`src/rtl/cpu_core_mc.sv`:
```
// Multicycle CPU core: sequencer, PC, register file, ALU, flags, req/ready memory port.
// Optional macro CPU_R0_ZERO_EN makes R0 read as zero and discards writes to it.
module cpu_core_mc #(
    parameter int DATA_WIDTH = 16,
    parameter int ADDR_WIDTH = 10,
    parameter int NUM_REGS   = 16,
    parameter int RESET_PC   = 0
) (
    input  logic                  Clk,
    input  logic                  Rst,
    output logic                  mem_req,
    output logic                  mem_we,
    output logic [ADDR_WIDTH-1:0] mem_addr,
    output logic [DATA_WIDTH-1:0] mem_wdata,
    input  logic [DATA_WIDTH-1:0] mem_rdata,
    input  logic                  mem_ready,
    output logic [ADDR_WIDTH-1:0] pc,
    output logic [2:0]            flags,
    output logic                  wb_valid,
    output logic [DATA_WIDTH-1:0] wb_data,
    output logic                  halted,
    output logic                  illegal
);
    localparam int DW = DATA_WIDTH;
    localparam int AW = ADDR_WIDTH;
    localparam logic [AW-1:0] PC0 = AW'(RESET_PC);
`ifdef CPU_R0_ZERO_EN
    localparam int WR_LO = 1;
`else
    localparam int WR_LO = 0;
`endif

    typedef enum logic [2:0] {
        S_FETCH, S_DECODE, S_EXEC, S_MEM, S_WB, S_HALT
    } state_t;

    state_t        state_q, state_d;
    logic [15:0]   ir_q, ir_d;
    logic [AW-1:0] pc_q, pc_d, addr_q, addr_d;
    logic [DW-1:0] a_q, a_d, b_q, b_d, res_q, res_d;
    logic [DW-1:0] wdata_q, wdata_d, wbd_q, wbd_d;
    logic [2:0]    flags_q, flags_d;
    logic          req_q, req_d, we_q, we_d;
    logic          wbv_q, wbv_d, halt_q, halt_d, ill_q, ill_d;
    logic [DW-1:0] rf_q [NUM_REGS];
    logic [DW-1:0] rf_d [NUM_REGS];

    logic [3:0] op, rd, ext, rs;
    logic [7:0] imm8;
    logic       accept;
    assign op     = ir_q[15:12];
    assign rd     = ir_q[11:8];
    assign ext    = ir_q[7:4];
    assign rs     = ir_q[3:0];
    assign imm8   = ir_q[7:0];
    assign accept = req_q & mem_ready;

    logic is_alu, is_cmp, is_addi, is_movi, is_lui;
    logic is_ld, is_st, is_jr, is_beq, is_halt, is_ill;
    assign is_alu  = (op == 4'h0) && (ext <= 4'h5);
    assign is_cmp  = (op == 4'h0) && (ext == 4'h6);
    assign is_addi = (op == 4'h1);
    assign is_movi = (op == 4'h2);
    assign is_lui  = (op == 4'h3);
    assign is_ld   = (op == 4'h4);
    assign is_st   = (op == 4'h5);
    assign is_jr   = (op == 4'h6);
    assign is_beq  = (op == 4'h7);
    assign is_halt = (op == 4'hF);
    assign is_ill  = !(is_alu | is_cmp | is_addi | is_movi | is_lui |
                       is_ld | is_st | is_jr | is_beq | is_halt);

    // Indices at or above NUM_REGS fall through the loop and read 0
    logic [DW-1:0] rd_val, rs_val;
    always_comb begin
        rd_val = '0;
        rs_val = '0;
        for (int i = 0; i < NUM_REGS; i++) begin
            if (rd == 4'(i)) rd_val = rf_q[i];
            if (rs == 4'(i)) rs_val = rf_q[i];
        end
    end

    logic [DW-1:0] imm_s, imm_z, alu_res;
    logic [DW:0]   sum, dif, addi;
    logic          carry, flag_upd;
    logic [2:0]    alu_flags;
    always_comb begin
        imm_z    = DW'(imm8);
        imm_s    = {{(DW-8){imm8[7]}}, imm8};
        sum      = {1'b0, a_q} + {1'b0, b_q};
        dif      = {1'b0, a_q} - {1'b0, b_q};
        addi     = {1'b0, a_q} + {1'b0, imm_s};
        alu_res  = '0;
        carry    = 1'b0;
        flag_upd = 1'b0;
        unique case (1'b1)
            is_addi: begin
                alu_res  = addi[DW-1:0];
                carry    = addi[DW];
                flag_upd = 1'b1;
            end
            is_movi: alu_res = imm_z;
            is_lui:  alu_res = imm_z << 8;
            (op == 4'h0): begin
                unique case (ext)
                    4'h0: begin
                        alu_res  = sum[DW-1:0];
                        carry    = sum[DW];
                        flag_upd = 1'b1;
                    end
                    4'h1, 4'h6: begin
                        alu_res  = dif[DW-1:0];
                        carry    = dif[DW];
                        flag_upd = 1'b1;
                    end
                    4'h2:    alu_res = a_q & b_q;
                    4'h3:    alu_res = a_q | b_q;
                    4'h4:    alu_res = a_q ^ b_q;
                    4'h5:    alu_res = b_q;
                    default: alu_res = '0;
                endcase
            end
            default: alu_res = '0;
        endcase
        alu_flags = {alu_res[DW-1], alu_res == '0, carry};
    end

    // pc_q already points past the branch, so this is branch_addr + 1 + offset
    logic [AW+7:0] br_sum;
    assign br_sum = {8'b0, pc_q} + {{AW{imm8[7]}}, imm8};

    always_ff @(posedge Clk or posedge Rst) begin
        if (Rst) state_q <= S_FETCH;
        else     state_q <= state_d;
    end

    always_comb begin
        state_d = state_q;
        unique case (state_q)
            S_FETCH:  if (accept) state_d = S_DECODE;
            S_DECODE: state_d = S_EXEC;
            S_EXEC: begin
                unique case (1'b1)
                    is_halt:         state_d = S_HALT;
                    (is_ld | is_st): state_d = S_MEM;
                    (is_alu | is_addi | is_movi | is_lui):
                                     state_d = S_WB;
                    default:         state_d = S_FETCH;
                endcase
            end
            S_MEM:    if (accept) state_d = is_st ? S_FETCH : S_WB;
            S_WB:     state_d = S_FETCH;
            S_HALT:   state_d = S_HALT;
            default:  state_d = S_FETCH;
        endcase
    end

    always_comb begin
        ir_d    = ir_q;
        pc_d    = pc_q;
        a_d     = a_q;
        b_d     = b_q;
        res_d   = res_q;
        flags_d = flags_q;
        for (int i = 0; i < NUM_REGS; i++) rf_d[i] = rf_q[i];
        unique case (state_q)
            S_FETCH: begin
                if (accept) begin
                    ir_d = mem_rdata[15:0];
                    pc_d = pc_q + AW'(1);
                end
            end
            S_DECODE: begin
                a_d = rd_val;
                b_d = rs_val;
            end
            S_EXEC: begin
                res_d = alu_res;
                if (flag_upd) flags_d = alu_flags;
                if (is_jr) pc_d = a_q[AW-1:0];
                if (is_beq && flags_q[1]) pc_d = br_sum[AW-1:0];
            end
            S_MEM: if (accept && !is_st) res_d = mem_rdata;
            S_WB: begin
                for (int i = WR_LO; i < NUM_REGS; i++)
                    if (rd == 4'(i)) rf_d[i] = res_q;
            end
            default: ;
        endcase
    end

    always_comb begin
        req_d   = (state_d == S_FETCH) || (state_d == S_MEM);
        we_d    = (state_d == S_MEM) && is_st;
        addr_d  = addr_q;
        wdata_d = wdata_q;
        if (state_d == S_FETCH) addr_d = pc_d;
        else if (state_d == S_MEM) addr_d = b_q[AW-1:0];
        if (state_d == S_MEM && is_st) wdata_d = a_q;
        wbv_d   = (state_q == S_WB);
        wbd_d   = (state_q == S_WB) ? res_q : wbd_q;
        halt_d  = (state_d == S_HALT);
        ill_d   = (state_q == S_EXEC) && is_ill;
    end

    always_ff @(posedge Clk or posedge Rst) begin
        if (Rst) begin
            ir_q    <= '0;
            pc_q    <= PC0;
            a_q     <= '0;
            b_q     <= '0;
            res_q   <= '0;
            flags_q <= '0;
            for (int i = 0; i < NUM_REGS; i++) rf_q[i] <= '0;
            req_q   <= 1'b0;
            we_q    <= 1'b0;
            addr_q  <= PC0;
            wdata_q <= '0;
            wbv_q   <= 1'b0;
            wbd_q   <= '0;
            halt_q  <= 1'b0;
            ill_q   <= 1'b0;
        end else begin
            ir_q    <= ir_d;
            pc_q    <= pc_d;
            a_q     <= a_d;
            b_q     <= b_d;
            res_q   <= res_d;
            flags_q <= flags_d;
            for (int i = 0; i < NUM_REGS; i++) rf_q[i] <= rf_d[i];
            req_q   <= req_d;
            we_q    <= we_d;
            addr_q  <= addr_d;
            wdata_q <= wdata_d;
            wbv_q   <= wbv_d;
            wbd_q   <= wbd_d;
            halt_q  <= halt_d;
            ill_q   <= ill_d;
        end
    end

    assign mem_req   = req_q;
    assign mem_we    = we_q;
    assign mem_addr  = addr_q;
    assign mem_wdata = wdata_q;
    assign pc        = pc_q;
    assign flags     = flags_q;
    assign wb_valid  = wbv_q;
    assign wb_data   = wbd_q;
    assign halted    = halt_q;
    assign illegal   = ill_q;
endmodule
```
`config.mk`:
```
export PLATFORM = sky130hd
export DESIGN_NAME = cpu_core_mc
export DESIGN_NICKNAME = d
export VERILOG_FILES = /design/src/rtl/cpu_core_mc.sv
export SDC_FILE = /design/constraint.sdc
export NUM_CORES = 1
export LEC_CHECK = 0
export CAP_MARGIN = 0
export CORE_MARGIN = 2
export CORE_UTILIZATION = 65
export DETAILED_ROUTE_END_ITERATION = 8
export MAX_ROUTING_LAYER = met4
export PLACE_DENSITY_LB_ADDON = 0.2
export SLEW_MARGIN = 20
export SYNTH_ARGS = -nofsm -noshare
export SYNTH_HDL_FRONTEND = slang
export SYNTH_SLANG_ARGS = --single-unit
```
`constraint.sdc`:
```
create_clock -name Clk -period 40.9 [get_ports Clk]
set_input_delay 8.18 -clock Clk [delete_from_list [all_inputs] [get_ports Clk]]
set_output_delay 8.18 -clock Clk [all_outputs]
set_load 0.05 [all_outputs]
```
# == Word level (Yosys, flattened, before mapping) ==
# Cells that the tools add are included.
# classes
n_reduce_logical,39
addsub,5
bitwise_logic,17
eq_ne,52
magnitude_cmp,1
n_mux,51
# op_table
op,count
two-way mux 16 bit,33
case mux 16 bit (6 select lines),1
"equality test 4 bit, second input constant",17
case mux 16 bit (4 select lines),1
"equality test 4 x 3 -> 1 bit, second input constant",15
two-way mux 10 bit,5
AND reduction 2 bit,19
adder 16 x 16 -> 17 bit,2
"equality test 4 x 2 -> 1 bit, second input constant",8
case mux 16 bit (2 select lines),1
case mux 10 bit (2 select lines),1
subtractor 16 x 16 -> 17 bit,1
AND 16 bit,1
"equality test 4 x 1 -> 1 bit, second input constant",4
logical NOT 16 bit,1
logical NOT 4 bit,4
bitwise OR 16 bit,1
XOR 16 bit,1
case mux 3 bit (5 select lines),1
bitwise OR 1 bit,13
"adder 10 x 1 -> 10 bit, second input constant",1
adder 10 x 8 -> 10 bit,1
"equality test 3 x 2 -> 1 bit, second input constant",3
"equality test 3 bit, second input constant",3
15 further kinds,27
# word_totals
register_bits,383
input_bits,19
word_cells,196
output_inout_bits,60

# == Longest topological paths before layout ==
# depth
word_depth,17
ltp_mapped,13
ltp_nobuf,13

# == Least setup slack after synthesis ==
# OpenSTA, ideal clock, no wires.
# synth_path
kind,in2reg
start,input mem_ready
end,register addr_q[8] (netlist: mem_addr[8])
n_path_buf,1
setup_time_ns,0.126
setup_slack_ns,30.889
path_stages,10
required_time_ns,40.774
t_arrival_ns,9.885
path_cell_list,and2_1 clkbuf_1 and4_1 and3_1 and3_1 nand3_1 o21a_1 o221ai_1 a31oi_1 a221o_1
# synth_between
word_cells_on_any_way,10
classes_between,eq/ne: 1; mux: 6; bitwise: 1; reduce/logical: 2
# synth_lines
item,line_no,rtl
"start, declared",16,"input logic mem_ready,"
AND 1 bit,56,assign accept = req_q & mem_ready;
two-way mux 10 bit,169,if (accept) begin
case mux 10 bit (2 select lines),167,unique case (state_q)
named net pc_d[8],39,"logic [AW-1:0] pc_q, pc_d, addr_q, addr_d;"
two-way mux 10 bit,198,if (state_d == S_FETCH) addr_d = pc_d;
"end signal, assigned",234,addr_q <= addr_d;
"end, declared",39,
# The timed path passes the listed nets, and every way through them passes these cells.
# A chain may end at the register's enable or synchronous reset.

# == Worst setup path in the final report ==
# layout_path
start,register flags_q[1] (netlist: flags[1])
end,output flags[1]
# layout_lines
item,line_no,rtl
"start, declared",42,"logic [2:0] flags_q, flags_d;"
"start signal, assigned",230,flags_q <= flags_d;
"end, declared",18,"output logic [2:0] flags,"
# No word-level cell between the ends.

==> flow_metrics.py <==
metrics = {
    "global_route": {
        "antenna_found_initial": 5,
        "grt_max_degree": 105,
        "grt_pass1_wl_um": 118000,
        "grt_pass1_vias": 19774,
        "grtUsageTotal": 0.418,
        "overflow": 0,
    },
    "floorplanning": {
        "io_pins": 79,
        "row_count": 69,
        "core_um2": 35400,
        "initial_core_util": 0.658,
        "die-area_um2": 37400,
        "fp.dieW_um": 193,
        "die_h_um": 193,
    },
    "cts": {
        "cts_tree": "built",
        "clock-sinks": 383,
        "cts.clk_slew.worst_paths_ns": 0.06,
        "cts_buffer_depth": 3,
        "cts_hold_buf": 0,
        "cts_setup_buffers": 0,
        "worstSkewPairLatency_ns": 0.56,
        "ctsResizeCount": 0,
        "numCtsBuffers": 41,
        "h-tree-depth": 2,
        "cts_root_buf": "clkbuf_16",
    },
    "placement": {
        "routabilityCongestion": 0.977,
        "place_area_um2": 24300,
        "portBuffers": 78,
        "hpwl_um": 52100,
        "dp.cells": 2716,
        "dp_slack_ns": 30.30,
    },
    "layout": {
        "nets": 2399,
        "final_core_util": 0.727,
        "seqCellArea_um2": 9590,
        "synthToLayoutAreaGrowth_pct": 10.4,
        "drive_gt1_frac": 0.195,
        "fin_area_um2": 25700,
        "instances_no_fill": 2796,
        "fillCellCount": 2513,
        "multiInputGateArea_um2": 12800,
    },
    "synth": {
        "synth_xor_xnor_area_share": 0.00789,
        "synthesis.nets": 2403,
        "synthArstFlopShare": 1.00,
        "syn_area_um2": 23300,
        "synth_warnings": 0,
        "ys_ff_latch": 383,
        "synth_top_family_by_area": "multiplexers",
        "netlist_instances": 2302,
        "synthFlopType": "dfrtp_1",
        "avgSynthCellArea_um2": 10.1,
        "synthAdderAreaFrac": 0.0453,
        "synth_edf_count": 0,
        "synth_compound_area_frac": 0.181,
        "synthMuxAreaShare": 0.191,
        "ys_types": 95,
        "ys_seq_area_frac": 0.411,
        "synth-simple-area-share": 0.120,
    },
    "timing": {
        "setup_tns_ns": 0,
        "finalHoldViolCount": 0,
        "skew_ns": 0.0139,
        "rsz0062_at_grt": "false",
        "fin_crit_sh": 0.248,
        "setup_violations": 0,
        "period_needed_ns": 10.13,
        "worst_pin_slew_ns": 1.21,
        "slew_headroom": 0.175,
        "fin_ws_ns": 30.77,
        "whs_ns": 0.473,
        "clock.fmax_mhz": 98.7,
        "drv_slew": 0,
    },
    "critical_path": {
        "reg2regPathDepth": 11,
        "cp-endpoint": "flags[1]",
        "cp_max_fo": 4,
        "crit_cells": 1,
        "path_class": "register to primary output",
        "crit_chain": "clkdlybuf4s50_1",
        "r2r_end": "b_q[6]$_DFFE_PP0P_",
        "cpPeakStageDelay_ns": 0.87,
        "r2r_slack_ns": 36.40,
        "startpoint": "flags[1]$_DFFE_PP0P_",
        "path_delay_family": "buffers and inverters",
        "startpoint_type": "register",
        "crit_required_ns": 32.72,
        "r2r-start": "ir_q[1]$_DFFE_PP0P_",
        "cp_slowest_cell": "clkdlybuf4s50_1",
        "path_buf_inv": 1,
        "cp.arrival_ns": 1.95,
        "endpoint_kind": "primary output",
    },
    "drt": {
        "first_pass_iters": 6,
        "wl_um": 76100,
        "vias": 20028,
        "vias_per_cell": 7.16,
        "wire_per_inst_um": 27.2,
        "drc": 0,
        "drtIter0Drc": 2699,
        "ant_nets": 0,
    },
    "job": {
        "drv_cap": 0,
    },
    "status": {
        "status": "completed",
    },
    "hold_path": {
        "hp-class": "register to register",
    },
    "power_and_ir_drop": {
        "vdd_ir_drop_max_mv": 0.0747,
        "p_leak_nw": 11.6,
        "powerDensity_nw_per_um2": 88.4,
        "finalPower_mw": 2.28,
    },
}
[cell type report]
type	count	area share
Inverter	82	0.0123
Multi-Input combinational cell	1670	0.496
Antenna cell	5	0.000486
Tap cell	461	0.0224
Timing Repair Buffer	120	0.0426
Clock buffer	59	0.0464
Sequential cell	383	0.373
Clock inverter	16	0.00763
[Yosys cell counts, types with 11 or more instances]
cell type / count / area share
dfrtp_1: 383 / 0.41
mux2_2: 246 / 0.12
nand2_1: 218 / 0.035
o21ai_0: 157 / 0.034
a21oi_1: 138 / 0.030
nor2_1: 137 / 0.022
clkbuf_1: 102 / 0.016
inv_1: 81 / 0.013
ha_1: 78 / 0.042
mux2i_1: 57 / 0.024
mux4_2: 49 / 0.047
buf_2: 48 / 0.010
a22oi_1: 39 / 0.013
nand3_1: 36 / 0.0077
a211oi_1: 31 / 0.010
nor2b_1: 31 / 0.0083
nor3_1: 28 / 0.0060
a31oi_1: 25 / 0.0067
o22ai_1: 24 / 0.0064
nand2b_1: 21 / 0.0056
a21o_1: 17 / 0.0055
a222oi_1: 17 / 0.0073
and2_1: 17 / 0.0046
o21a_1: 17 / 0.0055
a221oi_1: 15 / 0.0056
and3_1: 15 / 0.0040
buf_1: 13 / 0.0021
o211ai_1: 13 / 0.0042
o221ai_1: 13 / 0.0049
a221o_1: 12 / 0.0052
xnor2_1: 12 / 0.0045
o2111ai_1: 11 / 0.0041
[report_power, final]
part | switching (mW) | leakage, nW | internal [mW]
combinational | 0.729 | 5.80 | 0.452
sequential | 0.201 | 5.11 | 0.507
clock | 0.162 | 0.676 | 0.224
total | 1.09 | 11.6 | 1.18
[worst min path at each step]
stage	cells past startpoint	startpoint	slack, ns	end
CTS	2	wb_data[0]$_DFFE_PP0P_	0.48	wb_data[0]$_DFFE_PP0P_
finish	2	wb_data[3]$_DFFE_PP0P_	0.47	wb_data[3]$_DFFE_PP0P_
global placement	2	wb_data[3]$_DFFE_PP0P_	0.46	wb_data[3]$_DFFE_PP0P_
global route	2	mem_wdata[12]$_DFFE_PP0P_	0.51	mem_wdata[12]$_DFFE_PP0P_
floorplan	2	rf_q[111]$_DFFE_PP0P_	0.45	rf_q[111]$_DFFE_PP0P_
detailed placement	2	wb_data[0]$_DFFE_PP0P_	0.46	wb_data[0]$_DFFE_PP0P_
[kinds of logic (layout without fill, tap and decap cells)]
group | Yosys count | after routing
buf+inv | 249 | 277
simple gates | 581 | 581
other cells | 0 | 5
fa+ha+maj | 82 | 82
xor+xnor | 21 | 21
flops | 383 | 383
mux | 352 | 352
compound gates | 634 | 634
[flip-flops by register name, indices dropped and copies added, names as in the netlist, 16 cells and up]
signal,count
mem_wdata,16
rf_q,256
a_q,16
ir_q,16
res_q,16
b_q,16
wb_data,16
[routing by layer]
metal	track usage	up-vias	wire length [um]
met4	0.206	0	4270
met1	0.538	9887	29400
met2	0.634	1323	34900
met5	-	-	0
met3	0.0859	278	7560
li1	-	8540	-
[cells in the final DEF, fill, tap and decap left out, types with 36 or more instances in the layout]
cell / count
nand3_1: 36
clkbuf_16: 41
clkdlybuf4s50_1: 78
ha_1: 78
mux2i_1: 57
a21oi_1: 138
mux2_2: 246
inv_1: 80
buf_4: 42
a22oi_1: 39
mux4_2: 49
nand2_1: 218
o21ai_0: 156
dfrtp_1: 379
nor2_1: 135
(Power assumes the default switching activity.)
